<file path="src/rtl/cnnip_pkg.sv">
// ---------------------------------------------------------------------------
// cnnip_pkg
// Types and constants shared by the CNN IP memory arbiter files.
//   port_e          : identifies a requester (H = host bus path, E = conv engine)
//   rd_tag_t        : one stage of the read-return tag pipeline {vld, port}
//   MAX_MEM_LATENCY : largest BRAM read latency the tag pipeline is sized for
// ---------------------------------------------------------------------------
package cnnip_pkg;

  localparam int MAX_MEM_LATENCY = 4;

  typedef enum logic {
    PORT_H = 1'b0,
    PORT_E = 1'b1
  } port_e;

  typedef struct packed {
    logic  vld;
    port_e port;
  } rd_tag_t;

endpackage

</file>
<file path="src/rtl/cnnip_mem_arb_if.sv">
// ---------------------------------------------------------------------------
// cnnip_mem_arb_if
// Bundles the two requester ports (H, E) and the BRAM port of the arbiter.
//   h_* / e_*  : req, we, addr, din in; gnt, dout, rvalid out (arbiter view)
//   mem_*      : en, we, addr, din out; dout in (arbiter view)
//
// Handshake: a requester holds req (with we/addr/din) until it sees gnt in
// the same cycle; req && gnt is the one and only transfer point, after which
// the requester may change everything. gnt is combinational from req. Read
// data comes back later as a single-cycle rvalid pulse with dout, and only
// on the port that issued the read; there is no backpressure on rvalid.
// ---------------------------------------------------------------------------
interface cnnip_mem_arb_if #(
  parameter int DATA_WIDTH = 32,
  parameter int ADDR_WIDTH = 12
);

  logic                  h_req;
  logic                  h_we;
  logic [ADDR_WIDTH-1:0] h_addr;
  logic [DATA_WIDTH-1:0] h_din;
  logic                  h_gnt;
  logic [DATA_WIDTH-1:0] h_dout;
  logic                  h_rvalid;

  logic                  e_req;
  logic                  e_we;
  logic [ADDR_WIDTH-1:0] e_addr;
  logic [DATA_WIDTH-1:0] e_din;
  logic                  e_gnt;
  logic [DATA_WIDTH-1:0] e_dout;
  logic                  e_rvalid;

  logic                  mem_en;
  logic                  mem_we;
  logic [ADDR_WIDTH-1:0] mem_addr;
  logic [DATA_WIDTH-1:0] mem_din;
  logic [DATA_WIDTH-1:0] mem_dout;

  // Arbiter side
  modport slave (
    input  h_req, h_we, h_addr, h_din,
    input  e_req, e_we, e_addr, e_din,
    input  mem_dout,
    output h_gnt, h_dout, h_rvalid,
    output e_gnt, e_dout, e_rvalid,
    output mem_en, mem_we, mem_addr, mem_din
  );

  // Requester / memory side
  modport master (
    output h_req, h_we, h_addr, h_din,
    output e_req, e_we, e_addr, e_din,
    output mem_dout,
    input  h_gnt, h_dout, h_rvalid,
    input  e_gnt, e_dout, e_rvalid,
    input  mem_en, mem_we, mem_addr, mem_din
  );

endinterface

</file>
<file path="src/rtl/cnnip_rr_arb2.sv">
// ---------------------------------------------------------------------------
// cnnip_rr_arb2
// Two-way round-robin grant between H and E.
//   clk_a, arstz_aq      : clock, async active-low reset
//   h_req_i, e_req_i     : requests
//   h_gnt_o, e_gnt_o     : combinational one-hot (or zero) grant
//   gnt_port_o           : granted port (PORT_H when nothing is granted)
//   last_o               : last granted port, for observation
// `last` resets to PORT_E so H wins the first conflict.
// ---------------------------------------------------------------------------
module cnnip_rr_arb2
  import cnnip_pkg::*;
(
  input  logic  clk_a,
  input  logic  arstz_aq,
  input  logic  h_req_i,
  input  logic  e_req_i,
  output logic  h_gnt_o,
  output logic  e_gnt_o,
  output port_e gnt_port_o,
  output port_e last_o
);

  port_e last_q, last_d;

  always_comb begin
    h_gnt_o = 1'b0;
    e_gnt_o = 1'b0;
    last_d  = last_q;
    if (h_req_i && e_req_i) begin
      // Conflict: the port that did not win last time goes now.
      if (last_q == PORT_E) h_gnt_o = 1'b1;
      else                  e_gnt_o = 1'b1;
    end else if (h_req_i) begin
      h_gnt_o = 1'b1;
    end else if (e_req_i) begin
      e_gnt_o = 1'b1;
    end
    if (h_gnt_o)      last_d = PORT_H;
    else if (e_gnt_o) last_d = PORT_E;
    gnt_port_o = e_gnt_o ? PORT_E : PORT_H;
  end

  always_ff @(posedge clk_a or negedge arstz_aq) begin
    if (!arstz_aq) last_q <= PORT_E;
    else           last_q <= last_d;
  end

  assign last_o = last_q;

endmodule

</file>
<file path="src/rtl/cnnip_mem_arb.sv">
// ---------------------------------------------------------------------------
// cnnip_mem_arb
// Shares one single-port BRAM between the host path (H) and the convolution
// engine controller (E). At most one access per cycle; read data is routed
// back to the issuing port using a tag pipeline that tracks the BRAM latency.
//   clk_a, arstz_aq : clock, async active-low reset
//   bus             : requester ports and BRAM port (cnnip_mem_arb_if.slave)
//   err_ovl         : sticky tag-pipeline overflow flag (never expected)
//   dbg_last_o      : current round-robin `last` register
// Timing: grant at t, BRAM strobe at t+1, mem_dout at t+1+LATENCY,
// rvalid/dout at t+2+LATENCY.
// ---------------------------------------------------------------------------
module cnnip_mem_arb
  import cnnip_pkg::*;
#(
  parameter int DATA_WIDTH = 32,
  parameter int ADDR_WIDTH = 12,
  parameter int LATENCY    = 1
) (
  input  logic           clk_a,
  input  logic           arstz_aq,
  cnnip_mem_arb_if.slave bus,
  output logic           err_ovl,
  output port_e          dbg_last_o
);

  // Out-of-range latencies are clamped to the supported range.
  localparam int LAT_C = (LATENCY > MAX_MEM_LATENCY) ? MAX_MEM_LATENCY :
                         (LATENCY < 1)               ? 1 : LATENCY;

  logic                  h_gnt, e_gnt, gnt;
  port_e                 gnt_port;
  logic                  sel_we;
  logic [ADDR_WIDTH-1:0] sel_addr;
  logic [DATA_WIDTH-1:0] sel_din;

  logic                  mem_en_q, mem_en_d, mem_we_q, mem_we_d;
  logic [ADDR_WIDTH-1:0] mem_addr_q, mem_addr_d;
  logic [DATA_WIDTH-1:0] mem_din_q, mem_din_d;
  rd_tag_t [LAT_C:0]     tag_q, tag_d;
  logic [DATA_WIDTH-1:0] h_dout_q, h_dout_d, e_dout_q, e_dout_d;
  logic                  h_rvalid_q, h_rvalid_d, e_rvalid_q, e_rvalid_d;
  logic                  err_q, err_d;
  logic                  retire, all_vld;
  port_e                 ret_port;

  cnnip_rr_arb2 u_arb (
    .clk_a      (clk_a),
    .arstz_aq   (arstz_aq),
    .h_req_i    (bus.h_req),
    .e_req_i    (bus.e_req),
    .h_gnt_o    (h_gnt),
    .e_gnt_o    (e_gnt),
    .gnt_port_o (gnt_port),
    .last_o     (dbg_last_o)
  );

  assign gnt       = h_gnt | e_gnt;
  assign bus.h_gnt = h_gnt;
  assign bus.e_gnt = e_gnt;

  // Command mux from the granted port.
  always_comb begin
    sel_we   = bus.h_we;
    sel_addr = bus.h_addr;
    sel_din  = bus.h_din;
    if (gnt_port == PORT_E) begin
      sel_we   = bus.e_we;
      sel_addr = bus.e_addr;
      sel_din  = bus.e_din;
    end
  end

  always_comb begin
    mem_en_d   = gnt;
    mem_we_d   = gnt & sel_we;
    mem_addr_d = mem_addr_q;
    mem_din_d  = mem_din_q;
    if (gnt) begin
      mem_addr_d = sel_addr;
      mem_din_d  = sel_din;
    end

    // The last tag stage lines up with mem_dout for the read it describes.
    retire   = tag_q[LAT_C].vld;
    ret_port = tag_q[LAT_C].port;

    // Shift every cycle; stage 0 takes the new read (if any).
    tag_d         = '0;
    tag_d[0].vld  = gnt & ~sel_we;
    tag_d[0].port = gnt_port;
    for (int i = 1; i <= LAT_C; i++) tag_d[i] = tag_q[i-1];

    all_vld = 1'b1;
    for (int i = 0; i <= LAT_C; i++) all_vld = all_vld & tag_q[i].vld;

    h_rvalid_d = retire && (ret_port == PORT_H);
    e_rvalid_d = retire && (ret_port == PORT_E);
    h_dout_d   = h_rvalid_d ? bus.mem_dout : h_dout_q;
    e_dout_d   = e_rvalid_d ? bus.mem_dout : e_dout_q;

    err_d = err_q | (gnt & ~sel_we & all_vld & ~retire);
  end

  always_ff @(posedge clk_a or negedge arstz_aq) begin
    if (!arstz_aq) begin
      mem_en_q   <= 1'b0;
      mem_we_q   <= 1'b0;
      mem_addr_q <= '0;
      mem_din_q  <= '0;
      tag_q      <= '0;
      h_dout_q   <= '0;
      e_dout_q   <= '0;
      h_rvalid_q <= 1'b0;
      e_rvalid_q <= 1'b0;
      err_q      <= 1'b0;
    end else begin
      mem_en_q   <= mem_en_d;
      mem_we_q   <= mem_we_d;
      mem_addr_q <= mem_addr_d;
      mem_din_q  <= mem_din_d;
      tag_q      <= tag_d;
      h_dout_q   <= h_dout_d;
      e_dout_q   <= e_dout_d;
      h_rvalid_q <= h_rvalid_d;
      e_rvalid_q <= e_rvalid_d;
      err_q      <= err_d;
    end
  end

  assign bus.mem_en   = mem_en_q;
  assign bus.mem_we   = mem_we_q;
  assign bus.mem_addr = mem_addr_q;
  assign bus.mem_din  = mem_din_q;
  assign bus.h_dout   = h_dout_q;
  assign bus.e_dout   = e_dout_q;
  assign bus.h_rvalid = h_rvalid_q;
  assign bus.e_rvalid = e_rvalid_q;
  assign err_ovl      = err_q;

endmodule

</file>
<file path="src/flat_wrapper.sv">
// flat-port wrapper written by rule: the top's interface ports become plain ports
module cnnip_mem_arb_flat import cnnip_pkg::*;
#(
  parameter int DATA_WIDTH = 32,
  parameter int ADDR_WIDTH = 12,
  parameter int LATENCY    = 1
)
  (clk_a, arstz_aq, err_ovl, dbg_last_o, bus_h_req, bus_h_we, bus_h_addr, bus_h_din, bus_e_req, bus_e_we, bus_e_addr, bus_e_din, bus_mem_dout, bus_h_gnt, bus_h_dout, bus_h_rvalid, bus_e_gnt, bus_e_dout, bus_e_rvalid, bus_mem_en, bus_mem_we, bus_mem_addr, bus_mem_din);
  cnnip_mem_arb_if #(.DATA_WIDTH(DATA_WIDTH), .ADDR_WIDTH(ADDR_WIDTH)) bus_i ();
  input  logic clk_a;
  input  logic arstz_aq;
  output logic err_ovl;
  output port_e dbg_last_o;
  input wire logic [$bits(bus_i.h_req)-1:0] bus_h_req;
  input wire logic [$bits(bus_i.h_we)-1:0] bus_h_we;
  input wire logic [$bits(bus_i.h_addr)-1:0] bus_h_addr;
  input wire logic [$bits(bus_i.h_din)-1:0] bus_h_din;
  input wire logic [$bits(bus_i.e_req)-1:0] bus_e_req;
  input wire logic [$bits(bus_i.e_we)-1:0] bus_e_we;
  input wire logic [$bits(bus_i.e_addr)-1:0] bus_e_addr;
  input wire logic [$bits(bus_i.e_din)-1:0] bus_e_din;
  input wire logic [$bits(bus_i.mem_dout)-1:0] bus_mem_dout;
  output wire logic [$bits(bus_i.h_gnt)-1:0] bus_h_gnt;
  output wire logic [$bits(bus_i.h_dout)-1:0] bus_h_dout;
  output wire logic [$bits(bus_i.h_rvalid)-1:0] bus_h_rvalid;
  output wire logic [$bits(bus_i.e_gnt)-1:0] bus_e_gnt;
  output wire logic [$bits(bus_i.e_dout)-1:0] bus_e_dout;
  output wire logic [$bits(bus_i.e_rvalid)-1:0] bus_e_rvalid;
  output wire logic [$bits(bus_i.mem_en)-1:0] bus_mem_en;
  output wire logic [$bits(bus_i.mem_we)-1:0] bus_mem_we;
  output wire logic [$bits(bus_i.mem_addr)-1:0] bus_mem_addr;
  output wire logic [$bits(bus_i.mem_din)-1:0] bus_mem_din;
  assign bus_i.h_req = bus_h_req;
  assign bus_i.h_we = bus_h_we;
  assign bus_i.h_addr = bus_h_addr;
  assign bus_i.h_din = bus_h_din;
  assign bus_i.e_req = bus_e_req;
  assign bus_i.e_we = bus_e_we;
  assign bus_i.e_addr = bus_e_addr;
  assign bus_i.e_din = bus_e_din;
  assign bus_i.mem_dout = bus_mem_dout;
  assign bus_h_gnt = bus_i.h_gnt;
  assign bus_h_dout = bus_i.h_dout;
  assign bus_h_rvalid = bus_i.h_rvalid;
  assign bus_e_gnt = bus_i.e_gnt;
  assign bus_e_dout = bus_i.e_dout;
  assign bus_e_rvalid = bus_i.e_rvalid;
  assign bus_mem_en = bus_i.mem_en;
  assign bus_mem_we = bus_i.mem_we;
  assign bus_mem_addr = bus_i.mem_addr;
  assign bus_mem_din = bus_i.mem_din;
  cnnip_mem_arb #(.DATA_WIDTH(DATA_WIDTH), .ADDR_WIDTH(ADDR_WIDTH), .LATENCY(LATENCY)) u_core (.clk_a(clk_a), .arstz_aq(arstz_aq), .bus(bus_i), .err_ovl(err_ovl), .dbg_last_o(dbg_last_o));
endmodule
</file>
<file path="config.mk">
export PLATFORM = sky130hd
export DESIGN_NAME = cnnip_mem_arb_flat
export DESIGN_NICKNAME = d
export VERILOG_FILES = /design/src/rtl/cnnip_pkg.sv /design/src/rtl/cnnip_mem_arb_if.sv /design/src/rtl/cnnip_rr_arb2.sv /design/src/rtl/cnnip_mem_arb.sv /design/src/flat_wrapper.sv
export SDC_FILE = /design/constraint.sdc
export NUM_CORES = 1
export LEC_CHECK = 0
export ABC_AREA = 1
export CORE_MARGIN = 1.5
export CORE_UTILIZATION = 41
export DETAILED_ROUTE_END_ITERATION = 10
export GPL_TIMING_DRIVEN = 0
export PLACE_DENSITY = 0.79
export SLEW_MARGIN = 20
export SYNTH_ARGS = -nofsm -noshare
export SYNTH_HDL_FRONTEND = slang
export SYNTH_SLANG_ARGS = --single-unit
</file>
<file path="constraint.sdc">
create_clock -name clk_a -period 1.4 [get_ports clk_a]
set_input_delay 0.21 -clock clk_a [delete_from_list [all_inputs] [get_ports clk_a]]
set_output_delay 0.21 -clock clk_a [all_outputs]
set_load 0.1 [all_outputs]
</file>
# Word-level counts from Yosys, hierarchy flattened

Index checks and enable logic that the tools add are counted.
W data, S select, Z words.

Register bits after elaboration: 118
Output and inout bits: 116

Bitwise logic cells: 10
Mux-type cells: 13
Reduce and logical (&&, ||, !) cells: 4

Operators with widths:

| kind                | count |
|---|---|
| $mux W32            | 1 |
| $mux W12            | 1 |
| $mux W1             | 11 |
| $and A1 B1 Y1       | 5 |
| $logic_and A1 B1 Y1 | 3 |
| $not A1 Y1          | 3 |
| $or A1 B1 Y1        | 2 |
| $reduce_bool A2 Y1  | 1 |

# Logic depth before layout (Yosys ltp)

Gate-level depths: netlist of run 1.

Depth in word-level cells: 10
Depth in mapped cells: 6

# Modules after synthesis

From an unflattened synthesis of run 1, not the netlist that was laid out.

Cell total of the unflattened synthesis: 601
Area total of the unflattened synthesis: 5,152.4 um2

Modules (own cells, without submodules):

| module        | sequential area each (um2) | area an instance (um2) | times used | cells an instance |
|---|---|---|---|---|
| cnnip_mem_arb | 2,927.8                    | 5,079.9                | 1          | 589 |
| cnnip_rr_arb2 | 26.3                       | 72.6                   | 1          | 12 |

# Worst setup path after synthesis of run 1

Ideal clock, no wire load.

Path type: register to output
Start point: register u_core.u_arb.last_q, in the netlist u_core.u_arb.last_o
End point: output port bus_h_gnt
Data required time: 1,190 ps
Cell stages (with the launch flop): 3
Data arrival time: 2,433 ps
Setup slack: -1,243 ps
Path buffers: 0
Cells stage by stage: dfstp_2 -> inv_1 -> a21oi_1

Word-level cells in the longest chain between the ends: 2

Ends and longest elaborated chain:

| what                   | RTL line            | source |
|---|---|---|
| from (decl)            | cnnip_rr_arb2.sv:24 | `port_e last_q, last_d;` |
| from (signal assigned) | cnnip_rr_arb2.sv:46 | `else last_q <= last_d;` |
| $mux W1                | cnnip_rr_arb2.sv:32 | `if (last_q == PORT_E) h_gnt_o = 1'b1;` |
| $mux W1                | cnnip_rr_arb2.sv:30 | `if (h_req_i && e_req_i) begin` |
| to (decl)              | flat_wrapper.sv:23  | `output wire logic [$bits(bus_i.h_gnt)-1:0] bus_h_gnt;` |

No other way between the ends.

# Worst setup path after layout of run 1

Start point: register u_core.u_arb.last_q, in the netlist u_core.u_arb.last_o
End point: output port bus_e_gnt

Word-level cells in the longest chain between the ends: 2

Ends and longest elaborated chain:

| what      | RTL line            | source |
|---|---|---|
| $mux W1   | cnnip_rr_arb2.sv:32 |  |
| $mux W1   | cnnip_rr_arb2.sv:30 |  |
| to (decl) | flat_wrapper.sv:26  | `output wire logic [$bits(bus_i.e_gnt)-1:0] bus_e_gnt;` |

No other way between the ends.

==> results by stage, run 1 <==
Placed design:
- Summed over all nets, the half-perimeter wirelength after detailed placement is about 12000 um.
- The number of buffers inserted by port buffering is between 200 and 250.
- In this run the cell area measured after placement is approximately 7700 um2.
- Prior to clock tree synthesis, the placed netlist has a worst setup slack of -1310 ps.
- At the end of routability-driven placement, the weighted congestion stood at between 0.8 and 0.9.

Layout:
- The relative area change from synthesis to final layout is 63.8%.
- The fraction of layout cells with a size suffix above 1 is 0.245.
- The net count reported at finish is around 1000.
- Summing all non-filler instances in the final layout gives an area of 8280 um2.
- The number of antenna cells inserted is 0.

Global route:
- The total routing usage reported by global routing is 0.252.
- The largest net degree at the start of global routing is 78.
- The initial antenna violation count is 0.
- The aggregate global routing overflow is 0.
- The via count of the first global-routing pass came to between 5000 and 6000.
- The wire length of the first global-routing pass is about 26000 um.

STA:
- Across all setup checks in the final design, the least slack found is -366 ps.
- At the pin with the least slew margin, the transition time is 485 ps.
- The smallest clock period supported by the final layout is computed as around 1800 ps.
- The final-layout setup total negative slack is -1850 ps.
- Setup repair after global routing could not meet its margin everywhere.
- The period utilization is 1.26.
- Setup violations remaining at the end of the flow were counted as 18.
- Across the routed clock network, the largest skew measured is between 7 and 8 ps.
- The hold violation total from the final report is 0.
- Derived from the worst setup path, the maximum achievable clock frequency is between 0.5 and 0.6 GHz.
- The worst pin sits at a relative slew slack of 0.679.
- The number of max-slew violations in the final report is 0.

Logic synthesis:
- In the synthesized netlist the async set-or-reset flop fraction comes to 1.00.
- The Yosys step of the flow raised 0 warnings.
- The proportion of netlist area held by the largest area contributor is 0.579.
- A synthesized cell averages roughly 8.3 um2.
- By count the netlist is led by nand2_1 (204), dfrtp_1 (117), nand3_1 (90), inv_1 (85), o21ai_0 (64).
- The synthesized design spends more area on one cell type than any other, namely dfrtp_1.
- The flop and latch count out of synthesis is roughly 120.
- The cell area after synthesis is roughly 5100 um2.
- The main flop type after synthesis is dfrtp_1.
- The number of enable flip-flop cells after synthesis is 0.
- The number of distinct library cells after synthesis is 14.
- Of the synthesized area, sequential elements account for 0.585.
- The post-synthesis cell count is around 610.
- The most frequent cell after synthesis is nand2_1.
- Yosys attributes the largest share of cell area to dfrtp_1 (58%), nand2_1 (15%), nand3_1 (8.9%), o21ai_0 (6.3%), inv_1 (6.3%).
- Synthesis produced a netlist with a net count of ~730.

Outcome:
- The checks that failed: negative setup slack.
- The flow ran to the end, but the final reports show violations.

Setup path:
- By startpoint and endpoint, the worst setup path is classified as flip-flop to output pin.
- For the worst setup path, the data arrival time is 1560 ps.
- The worst setup path is captured at an output pin.
- Across all register-to-register paths, the minimum setup slack is -110 ps.
- Of all nets on the critical path, the largest fanout is 3.
- The data required time at the worst endpoint is 1190 ps.
- The startpoint class of the critical path is a flip-flop.
- The depth of the worst register-to-register path is 7.

Routing:
- The count of routing violations after the opening detailed-route iteration is roughly 330.
- The routed design has ~16000 um of wire.
- The routed length per placed instance is between 15 and 20 um.
- The count of TritonRoute iterations in the first routing pass is 5.
- The via count is approximately 5200.
- The remaining design rule violation count is 0.
- Once detail routing completed, the nets flagged for antenna violations numbered 0.
- The detailed-route vias per instance is between 5 and 6.

Clock network:
- The clock root buffer is clkbuf_16.
- The number of sinks handled by clock tree synthesis is between 100 and 150.
- The number of buffers added by the clock tree synthesis step is 17.
- CTS built an H-tree with a depth of 4.
- The largest buffer count on any clock path is 2.
- The clock latency on the worst-skew pair is about 400 ps.
- The clock transition at the register clock pins on the worst setup and hold paths after CTS is about 60 ps.
- The TritonCTS clock tree is built.

Floorplanning:
- The site row count is 40.
- In this run the count of I/O pins placed on the die edge is 242.
- The die covers ~13000 um2.
- The height of the die is roughly 110 um.
- The total area inside the core boundary comes to around 12000 um2.
- The initial utilization of the core area, before any placement, comes to 0.421.
- The die is 114 um wide.

Run:
- The number of maximum-capacitance constraint violations is 0.

Pwr:
- Power spread over the standard cell area amounts to ~1800 nW/um2.
- The largest vdd supply drop is between 0.7 and 0.8 mV.
- Summed over all cells, the static leakage comes to 4.38 nW.

Min path:
- The class of the tightest hold or removal check is input port to async pin.
==> stage by stage <==
step	total power, W	utilization	hold WS [ps]	instances
floorplan	0.00917	-	-85.6	606
global placement	0.0110	0.641	338	994
detailed placement	0.0111	0.644	154	995
CTS	0.0149	0.663	294	1029
global route	0.0156	0.689	313	1031
finish	0.0150	0.689	291	1031
==> layout make-up <==
| class | instances | area [um2] |
|---|---|---|
| Fill cell | 970 | 3730 |
| Sequential cell | 118 | 2960 |
| Timing Repair Buffer | 248 | 2250 |
| Multi-Input combinational cell | 363 | 1700 |
| Clock buffer | 21 | 460 |
| Inverter | 85 | 323 |
| Buffer | 38 | 299 |
| Tap cell | 147 | 184 |
| Clock inverter | 11 | 101 |
==> sequential cells by signal, indices dropped and copies added, names as in the netlist, 2 cells and up <==
| register | count |
|---|---|
| u_core.bus.e_dout | 32 |
| u_core.bus.h_dout | 32 |
| u_core.bus.mem_addr | 12 |
| u_core.bus.mem_din | 32 |
| u_core.tag_d | 2 |
==> cell families after synthesis <==
logic type | Yosys count | synth area share
AO/OA/AOI/OAI | 66 | 0.0654
AND/OR/NAND/NOR | 297 | 0.243
flip-flops | 118 | 0.585
buffers and inverters | 125 | 0.107
==> placed cells by master (no fill, tap or decap) <==
cell               n
dfstp_4            1
buf_8              2
clkdlybuf4s50_1  124
inv_6              1
dlygate4sd3_1      1
inv_1             84
nor2_2             1
clkbuf_4          45
a21oi_4            1
clkinvlp_4         5
nand3_2           23
clkbuf_2           6
buf_2             17
nand2_4            2
o21ai_0           64
nor2_1             2
buf_6              5
nand2_1          202
clkbuf_8           2
bufinv_16          1
buf_4             74
clkbuf_1           5
clkinv_2           3
o21ai_1            1
clkinv_4           2
dfrtp_1          117
nand3_1           67
buf_12             7
buf_16             1
clkbuf_16         18
==> power breakdown <==
group | switching, W | internal, W | total (W)
clock network | 0.00154 | 0.00253 | 0.00407
registers | 0.000334 | 0.00398 | 0.00432
logic | 0.00523 | 0.00141 | 0.00664
total | 0.00711 | 0.00793 | 0.0150
==> per-layer routing <==
layer / global-route usage / share of wire
met5: 0 / 0
met2: 0.453 / 0.50
met4: 0.0792 / 0.018
met3: 0.0877 / 0.097
met1: 0.279 / 0.39
==> critical path, stage by stage (launching register included) <==
cell,delay (ps)
dfstp_4,640
nand2_4,60
nand2_4,70
buf_12,110
clkinvlp_4,90
buf_12,170
==> path summary, 6_finish.rpt <==
path                                            startpoint                            endpoint
max in group asynchronous                         arstz_aq  u_core.bus.mem_din[12]$_DFFE_PN0P_
min in group clk_a               u_core.tag_d[2]$_DFF_PN0_           u_core.ret_port$_DFF_PN0_
setup reg to reg           u_core.u_arb.last_o$_DFFE_PN1P_  u_core.bus.mem_din[20]$_DFFE_PN0P_
hold reg to reg                  u_core.tag_d[2]$_DFF_PN0_           u_core.ret_port$_DFF_PN0_
hold / removal                                    arstz_aq    u_core.bus.e_dout[5]$_DFFE_PN0P_
setup / recovery           u_core.u_arb.last_o$_DFFE_PN1P_                           bus_e_gnt
==> what timing repair did <==
action | CTS | global route
endpoints found under the hold margin | 40 | 0
gates resized for setup | 665 | 91
cloned | 0 | 1
setup buffers | 3 | 1
pin swaps | 0 | 16
setup endpoints to repair | 135 | 107
hold buffers | 1 | 0
Power figures use the tool's default switching activity.
==> run 2, diff against run 1 <==
--- a/config.mk
+++ b/config.mk
@@ -5,12 +5,13 @@
 export SDC_FILE = /design/constraint.sdc
 export NUM_CORES = 1
 export LEC_CHECK = 0
-export ABC_AREA = 1
+export ABC_AREA = 0
 export CORE_MARGIN = 1.5
-export CORE_UTILIZATION = 41
+export CORE_UTILIZATION = 40
 export DETAILED_ROUTE_END_ITERATION = 10
 export GPL_TIMING_DRIVEN = 0
 export PLACE_DENSITY = 0.79
+export SKIP_CTS_REPAIR_TIMING = 1
 export SLEW_MARGIN = 20
 export SYNTH_ARGS = -nofsm -noshare
 export SYNTH_HDL_FRONTEND = slang
==> run 2 against run 1 <==
The flow still finishes with violations (negative setup slack); via count decreased by 23%; global-route usage is 2.5 points lower; clock-buffer cell count is 1 higher; largest power group unchanged.
==> results by stage, run 2 <==
Placed design:
- After legalization and detailed placement, the total HPWL measured a little over 10000 um.
- The placer congestion estimate is about 0.86.
- The post-placement cell area is around 7400 um2.
- Port buffering added 239 buffers.
- Including well taps, the total number of placed cells is 742.

Routing:
- The routed layout has between 3000 and 4000 vias.
- For this block, the initial DRC count from the detailed router was between 150 and 200.
- After detailed routing, the number of vias per cell comes to just over 5.
- The remaining antenna violation count after routing is 0.
- Before antenna repair, the detailed router went through 4 iterations.
- The final routed wirelength across all metal layers is 13600 um.
- After detailed routing, the average wire length per cell comes to between 15 and 20 um.
- The remaining design rule violation count is 0.

Logic synthesis:
- The proportion of register bits with asynchronous set or reset after synthesis is 1.00.
- The total of warnings raised by yosys is 0.
- Ranked by total cell area, the synthesized netlist is headed by dfrtp_1 (62%), mux2_2 (13%), a32oi_1 (7.6%), nand2_1 (6.7%), mux2_1 (2.4%).
- Of the post-synthesis cell area, the dominant cell type holds 0.619.
- The cell area after synthesis is 4730 um2.
- After synthesis, the mean cell area works out to between 10 and 15 um2.
- The main flop type after synthesis is dfrtp_1.
- The most frequent cell after synthesis is dfrtp_1.
- In this run, synthesis inferred 0 flip-flops with an integrated enable.
- The number of distinct library cells after synthesis is 21.
- Synthesis produced a netlist whose cell count is 359.
- Of the synthesized area, sequential elements account for 0.624.
- Counting every net in the synthesized netlist gives 485.
- Ranked by instance count, the synthesized netlist is headed by dfrtp_1 (117), nand2_1 (84), mux2_2 (54), a32oi_1 (41), buf_2 (11).
- The flop and latch count out of synthesis is 118.
- Summed over all instances, the cell type with the most area after synthesis is dfrtp_1.

Layout:
- The finished cells cover 7880 um2.
- The number of antenna cells inserted is 0.
- In the final layout, the share of cells above drive strength 1 is 0.391.
- For this run, the share of the core covered by cells in the final layout is 0.687.
- At the end of the flow, the number of nets in the layout was between 700 and 800.
- Leaving out fill and tap cells, the most frequent cells in the layout are clkdlybuf4s50_1 (122), dfrtp_1 (117), clkbuf_4 (107).
- The count of non-filler cells in the finished layout is approximately 780.
- The number of filler cells placed in the layout is approximately 850.
- The most common library cell in the layout ignoring fill and taps is clkdlybuf4s50_1.
- The relative area change from synthesis to final layout is 66.5%.

Clock network:
- The clock root buffer is clkbuf_16.
- The clock latency on the worst-skew pair is between 400 and 500 ps.
- Clock tree synthesis inserted a total of 17 buffers.
- The number of sinks handled by clock tree synthesis is ~120.
- The TritonCTS clock tree is built.
- Counting along the longest clock path gives a buffer depth of 2.
- The clock transition at the register clock pins on the worst setup and hold paths after CTS is roughly 50 ps.
- The clock tree synthesis step divided the H-tree into 4 levels.

STA:
- Setup repair after global routing could not meet its margin everywhere.
- The period utilization is 1.27.
- The transition at the pin with the smallest max-transition slack is between 500 and 600 ps.
- The worst hold-check slack is around 230 ps.
- For the final routed database, the setup TNS stands at -980 ps.
- The final setup skew is approximately 7.6 ps.
- The number of max-slew violations in the final report came to 0.
- The setup slack after layout is -377 ps.
- After layout, the minimum clock period comes to approximately 1800 ps.
- The number of endpoints failing setup at the final stage is 9.
- The hold violation total from the final report was 0.
- The highest achievable clock rate is ~0.56 GHz.
- The headroom to the max-slew limit is 0.605.

Outcome:
- The checks that failed: negative setup slack.
- The flow ran to the end, but the final reports show violations.

Pwr:
- The power density over the cells is around 2200 nW/um2.
- The largest vdd supply drop is approximately 1.6 mV.
- Summed over all cells, the static leakage comes to between 3 and 4 nW.

Floorplanning:
- From bottom edge to top edge, the die measures roughly 110 um.
- The site row count is 39.
- The die area is around 12000 um2.
- The top-level port count is around 240.
- The x dimension of the die is around 110 um.
- The core region area is 11500 um2.
- The initial core utilization is 0.413.

Min path:
- The class of the tightest hold or removal check is input port to flip-flop.

Global route:
- The initial antenna violation count is 0.
- The total routing usage reported by global routing is 0.227.
- The via count of the first global-routing pass is between 4000 and 5000.
- The aggregate global routing overflow is 0.
- The wire length of the first global-routing pass is around 22000 um.
- The largest net degree at the start of global routing is 81.

Setup path:
- At the worst endpoint, the required time is roughly 1200 ps.
- The critical path capture point type is an output pin.
- STA puts the critical path data arrival time at around 1600 ps.
- The highest net fanout along the worst path is 3.
- The type of the setup path with the least slack is flip-flop to output pin.
- The worst setup path is launched from a flip-flop.

Run:
- The number of maximum-capacitance constraint violations is 0.
run 2: changes by cell type after synthesis, moves of 6 or more:
| cell | before | now |
|---|---|---|
| mux2_1 | 0 | 10 |
| buf_2 | 23 | 11 |
| nand2_1 | 204 | 84 |
| o21ai_0 | 64 | 5 |
| a32oi_1 | 0 | 41 |
| nand3_1 | 90 | 0 |
| mux2_2 | 0 | 54 |
| clkbuf_1 | 10 | 4 |
| inv_1 | 85 | 4 |
run 2: routing by layer:
| metal | vias up | GRT usage | share of wire |
|---|---|---|---|
| met4 | 0 | 0.0819 | 0.015 |
| met2 | 198 | 0.377 | 0.50 |
| met1 | 1946 | 0.267 | 0.39 |
| li1 | 1826 | - | - |
| met5 | - | 0 | 0 |
| met3 | 20 | 0.0893 | 0.091 |
run 2: cell families after synthesis:
| kind of cell | Yosys count | synth area share |
|---|---|---|
| AO/OA/AOI/OAI | 51 | 0.0909 |
| buffers and inverters | 32 | 0.0481 |
| flip-flops | 118 | 0.624 |
| multiplexers | 67 | 0.159 |
| AND/OR/NAND/NOR | 91 | 0.0782 |
run 2: where the power goes:
group / internal [W] / leakage (nW) / switching [W] / total [W]
Combinational: 0.00175 / 1.91 / 0.00607 / 0.00783
Clock: 0.00319 / 0.310 / 0.00146 / 0.00465
Sequential: 0.00411 / 1.40 / 0.000371 / 0.00448
Total: 0.00905 / 3.62 / 0.00790 / 0.0170
run 2: stage by stage:
stage                     total power, W  setup slack (ps)
final                             0.0170              -377
after global routing              0.0175              -435
after CTS                         0.0173             -1480
after detailed placement          0.0126             -1040
after global placement            0.0125             -4330
after floorplan                   0.0104              -430
run 2: worst paths after layout:
| check | start | to | slack [ps] | cells past startpoint |
|---|---|---|---|---|
| min reg2reg | u_core.tag_d[2]$_DFF_PN0_ | u_core.ret_port$_DFF_PN0_ | 350 | 0 |
| max reg2reg | u_core.u_arb.last_o$_DFFE_PN1P_ | u_core.bus.mem_din[16]$_DFFE_PN0P_ | -30 | 6 |
| min | bus_e_req | u_core.bus.mem_addr[10]$_DFFE_PN0P_ | 230 | 3 |
| min in group asynchronous | arstz_aq | u_core.bus.h_dout[0]$_DFFE_PN0P_ | 280 | 2 |
| max in group asynchronous | arstz_aq | u_core.bus.mem_din[16]$_DFFE_PN0P_ | 380 | 3 |
| max | u_core.u_arb.last_o$_DFFE_PN1P_ | bus_h_gnt | -380 | 5 |
run 2: cell type report:
class                           count  area, um2  share of cell area
Buffer                             28        239              0.0303
Clock buffer                       22        494              0.0627
Clock inverter                      8        145              0.0184
Inverter                            4       18.8             0.00238
Multi-Input combinational cell    209       1600               0.204
Sequential cell                   118       2960               0.375
Tap cell                          143        179              0.0227
Timing Repair Buffer              251       2240               0.285
run 2: critical path, cell delays in order, from the launching register on:
cell and delay [ps]:
dfstp_4 620, nand2b_4 130, buf_12 100, nand2_4 40, clkinvlp_4 100, buf_12 170
==> run 3, diff against run 2 <==
--- a/config.mk
+++ b/config.mk
@@ -7,12 +7,13 @@
 export LEC_CHECK = 0
 export ABC_AREA = 0
 export CORE_MARGIN = 1.5
-export CORE_UTILIZATION = 40
+export CORE_UTILIZATION = 41
+export CTS_BUF_LIST = sky130_fd_sc_hd__clkbuf_2 sky130_fd_sc_hd__clkbuf_4 sky130_fd_sc_hd__clkbuf_8
 export DETAILED_ROUTE_END_ITERATION = 10
 export GPL_TIMING_DRIVEN = 0
-export PLACE_DENSITY = 0.79
+export PLACE_DENSITY = 0.8
 export SKIP_CTS_REPAIR_TIMING = 1
-export SLEW_MARGIN = 20
+export SLEW_MARGIN = 10
 export SYNTH_ARGS = -nofsm -noshare
 export SYNTH_HDL_FRONTEND = slang
 export SYNTH_SLANG_ARGS = --single-unit
==> run 3 against run 2 <==
The flow still finishes with violations (negative setup slack); setup slack got worse by 26 ps; largest cell class unchanged; register-to-register slack about the same; wire length decreased by 1.9%.
==> results by stage, run 3 (same netlist as run 2, synthesis figures left out) <==
Outcome:
- The flow ran to the end, but the final reports show violations.
- The checks that failed: negative setup slack.

STA:
- The hold violation total from the final report is 0.
- Setup repair after global routing could not meet its margin everywhere.
- The transition at the pin with the smallest max-transition slack is 667 ps.
- The final-layout setup total negative slack is -1040 ps.
- In the post-route analysis, the smallest setup slack over all paths is -404 ps.
- Counting I/O delays and the setup requirement, the final critical path takes ~1800 ps.
- Derived from the worst setup path, the maximum achievable clock frequency is ~0.55 GHz.
- Setup violations remaining at the end of the flow were counted as 14.
- The number of max-slew violations in the final report is 0.
- The headroom to the max-slew limit is 0.555.
- The worst hold-check slack is between 200 and 250 ps.
- Of the available clock period, the critical path in the final layout requires 1.29.
- Across the routed clock network, the largest skew measured is between 10 and 15 ps.

Global route:
- The via count of the first global-routing pass is around 4300.
- The aggregate global routing overflow is 0.
- The wire length of the first global-routing pass is roughly 22000 um.
- The initial antenna violation count is 0.
- The total routing usage reported by global routing is 0.226.
- Entering global routing, the biggest net connects 77 pins.

Pwr:
- Power spread over the standard cell area amounts to between 1500 and 2000 nW/um2.
- For this design the total switching power over the nets is about 0.0079 W.
- The combinational group share of total power is 0.510.
- The analysis attributes to cell leakage a power of 3.54 nW.
- The share of total power consumed by net switching is 0.512.
- The share of power burned in the clock network is 0.200.
- The largest vdd supply drop is 1.73 mV.
- Of the total power, registers draw 0.290.
- The internal power consumption is roughly 0.0075 W.

Layout:
- The repair_antennas step left the layout with diodes totalling 0.
- In the layout the commonest cells are clkdlybuf4s50_1 (122), dfrtp_1 (117), clkbuf_4 (96).
- The area growth from synthesis to layout is 63.0%.
- The post-route standard cell area excluding fillers is between 7000 and 8000 um2.
- The fraction of layout cells with a size suffix above 1 is 0.402.
- The layout has around 880 filler cells.
- The combined area of the multi-input logic cells is between 1500 and 2000 um2.
- In the final layout, flip-flops and latches occupy around 3000 um2.
- After the last flow step, the layout net total stands at between 700 and 800.
- Leaving out fill and tap cells, the most frequent cell in the layout is clkdlybuf4s50_1.

Clock network:
- TritonCTS created 17 clock buffers.
- The level count of the clock H-tree is 4.
- The number of sinks handled by clock tree synthesis is about 120.
- The clock root buffer is clkbuf_8.
- After clock tree synthesis, the clock-pin slew on the worst setup and hold paths is around 70 ps.
- TritonCTS built the clock tree.
- The largest buffer count on any clock path is 2.
- The clock latency on the worst-skew pair is about 420 ps.

Setup path:
- Of all nets on the critical path, the largest fanout is 4.
- At the worst endpoint, the arrival time is between 1500 and 2000 ps.
- Data on the critical path is required at its endpoint by about 1200 ps.
- The critical path capture point type is an output pin.
- The worst setup path is launched from a flip-flop.
- The critical path is of the flip-flop to output pin type.

Routing:
- Wires add up to 13400 um.
- The routed length per placed instance is approximately 17 um.
- The remaining antenna violation count after routing is 0.
- After detailed routing, the number of remaining DRC violations is 0.
- Dividing the detail-routed via count by the number of cells gives between 5 and 6.
- In this run, the number of DRC markers left after iteration 0 of detailed routing was roughly 250.
- The count of TritonRoute iterations in the first routing pass is 6.
- The detailed router placed between 3000 and 4000 vias in this run.

Placed design:
- Timing analysis after detailed placement gives a worst setup slack of -1020 ps.
- The wire-length estimate of the detail-placed layout is roughly 10000 um.
- The placer congestion estimate is around 0.82.
- Buffers placed on the I/O ports in this run total 239.
- The post-placement cell area is roughly 7400 um2.

Floorplanning:
- The initial utilization of the core area, before any placement, comes to 0.418.
- The floorplan has 39 rows.
- In this run the count of I/O pins placed on the die edge is around 240.
- In this run the vertical extent of the chip is about 110 um.
- The die area is 12200 um2.
- The core region area is roughly 11000 um2.
- The x dimension of the die is between 100 and 150 um.

Run:
- Max-cap violations in this run came to 0.

Min path:
- The tightest min-delay check is of the input port to flip-flop type.
## run 3: changes by cell type in the layout (fill, tap and decap cells not counted), sizes merged
cell / before / now
inv: 3 / 6
clkinv: 2 / 6
clkbuf: 133 / 119
bufinv: 4 / 2
clkinvlp: 3 / 4
buf: 45 / 57
## run 3: per-stage QoR
step	power, W	utilization	instances
2_1_floorplan	0.0104	-	359
3_3_place_gp	0.0125	0.648	741
3_5_place_dp	0.0126	0.650	742
4_1_cts	0.0157	0.685	774
5_1_grt	0.0160	0.681	787
6_report	0.0154	0.681	787
## run 3: worst paths after layout
check / depth (start not counted) / from / slack, ps / endpoint
min in group asynchronous: 2 / arstz_aq / 280 / u_core.bus.h_dout[12]$_DFFE_PN0P_
worst min-delay path: 3 / bus_e_req / 210 / u_core.bus.mem_din[31]$_DFFE_PN0P_
worst max register to register: 6 / u_core.u_arb.last_o$_DFFE_PN1P_ / -30 / u_core.bus.mem_din[10]$_DFFE_PN0P_
worst max-delay path: 5 / u_core.u_arb.last_o$_DFFE_PN1P_ / -400 / bus_h_gnt
worst min register to register: 0 / u_core.tag_d[2]$_DFF_PN0_ / 340 / u_core.ret_port$_DFF_PN0_
max in group asynchronous: 3 / arstz_aq / 390 / u_core.u_arb.last_o$_DFFE_PN1P_
## run 3: layer usage
layer  part of all wire  wire (um)  global-route usage
met5                  0          0                   0
met4              0.017        223              0.0752
met3              0.087       1170              0.0917
met2               0.50       6730               0.379
met1               0.39       5260               0.263
## run 3: power by group through the flow
stage	logic [W]	registers (W)	clock network (W)
after floorplan	0.000927	0.00949	0
after global placement	0.00798	0.00450	0
after detailed placement	0.00807	0.00453	0
after CTS	0.00808	0.00448	0.00317
after global routing	0.00808	0.00457	0.00337
final	0.00787	0.00447	0.00309
## run 3: worst max-delay path, cell delays in order (launching register included)
cell and delay [ps]:
dfstp_4 630, nand2b_4 130, buf_12 100, nand2_4 50, clkinvlp_4 90, buf_12 170
## run 3: area by class of cell
class,instances,share of cell area
sequential,118,0.383
timing repair buffer,253,0.296
buffer,28,0.0310
tap,143,0.0232
inverter,4,0.00243
clock inverter,14,0.0195
multi-input combinational,209,0.212
clock buffer,18,0.0321
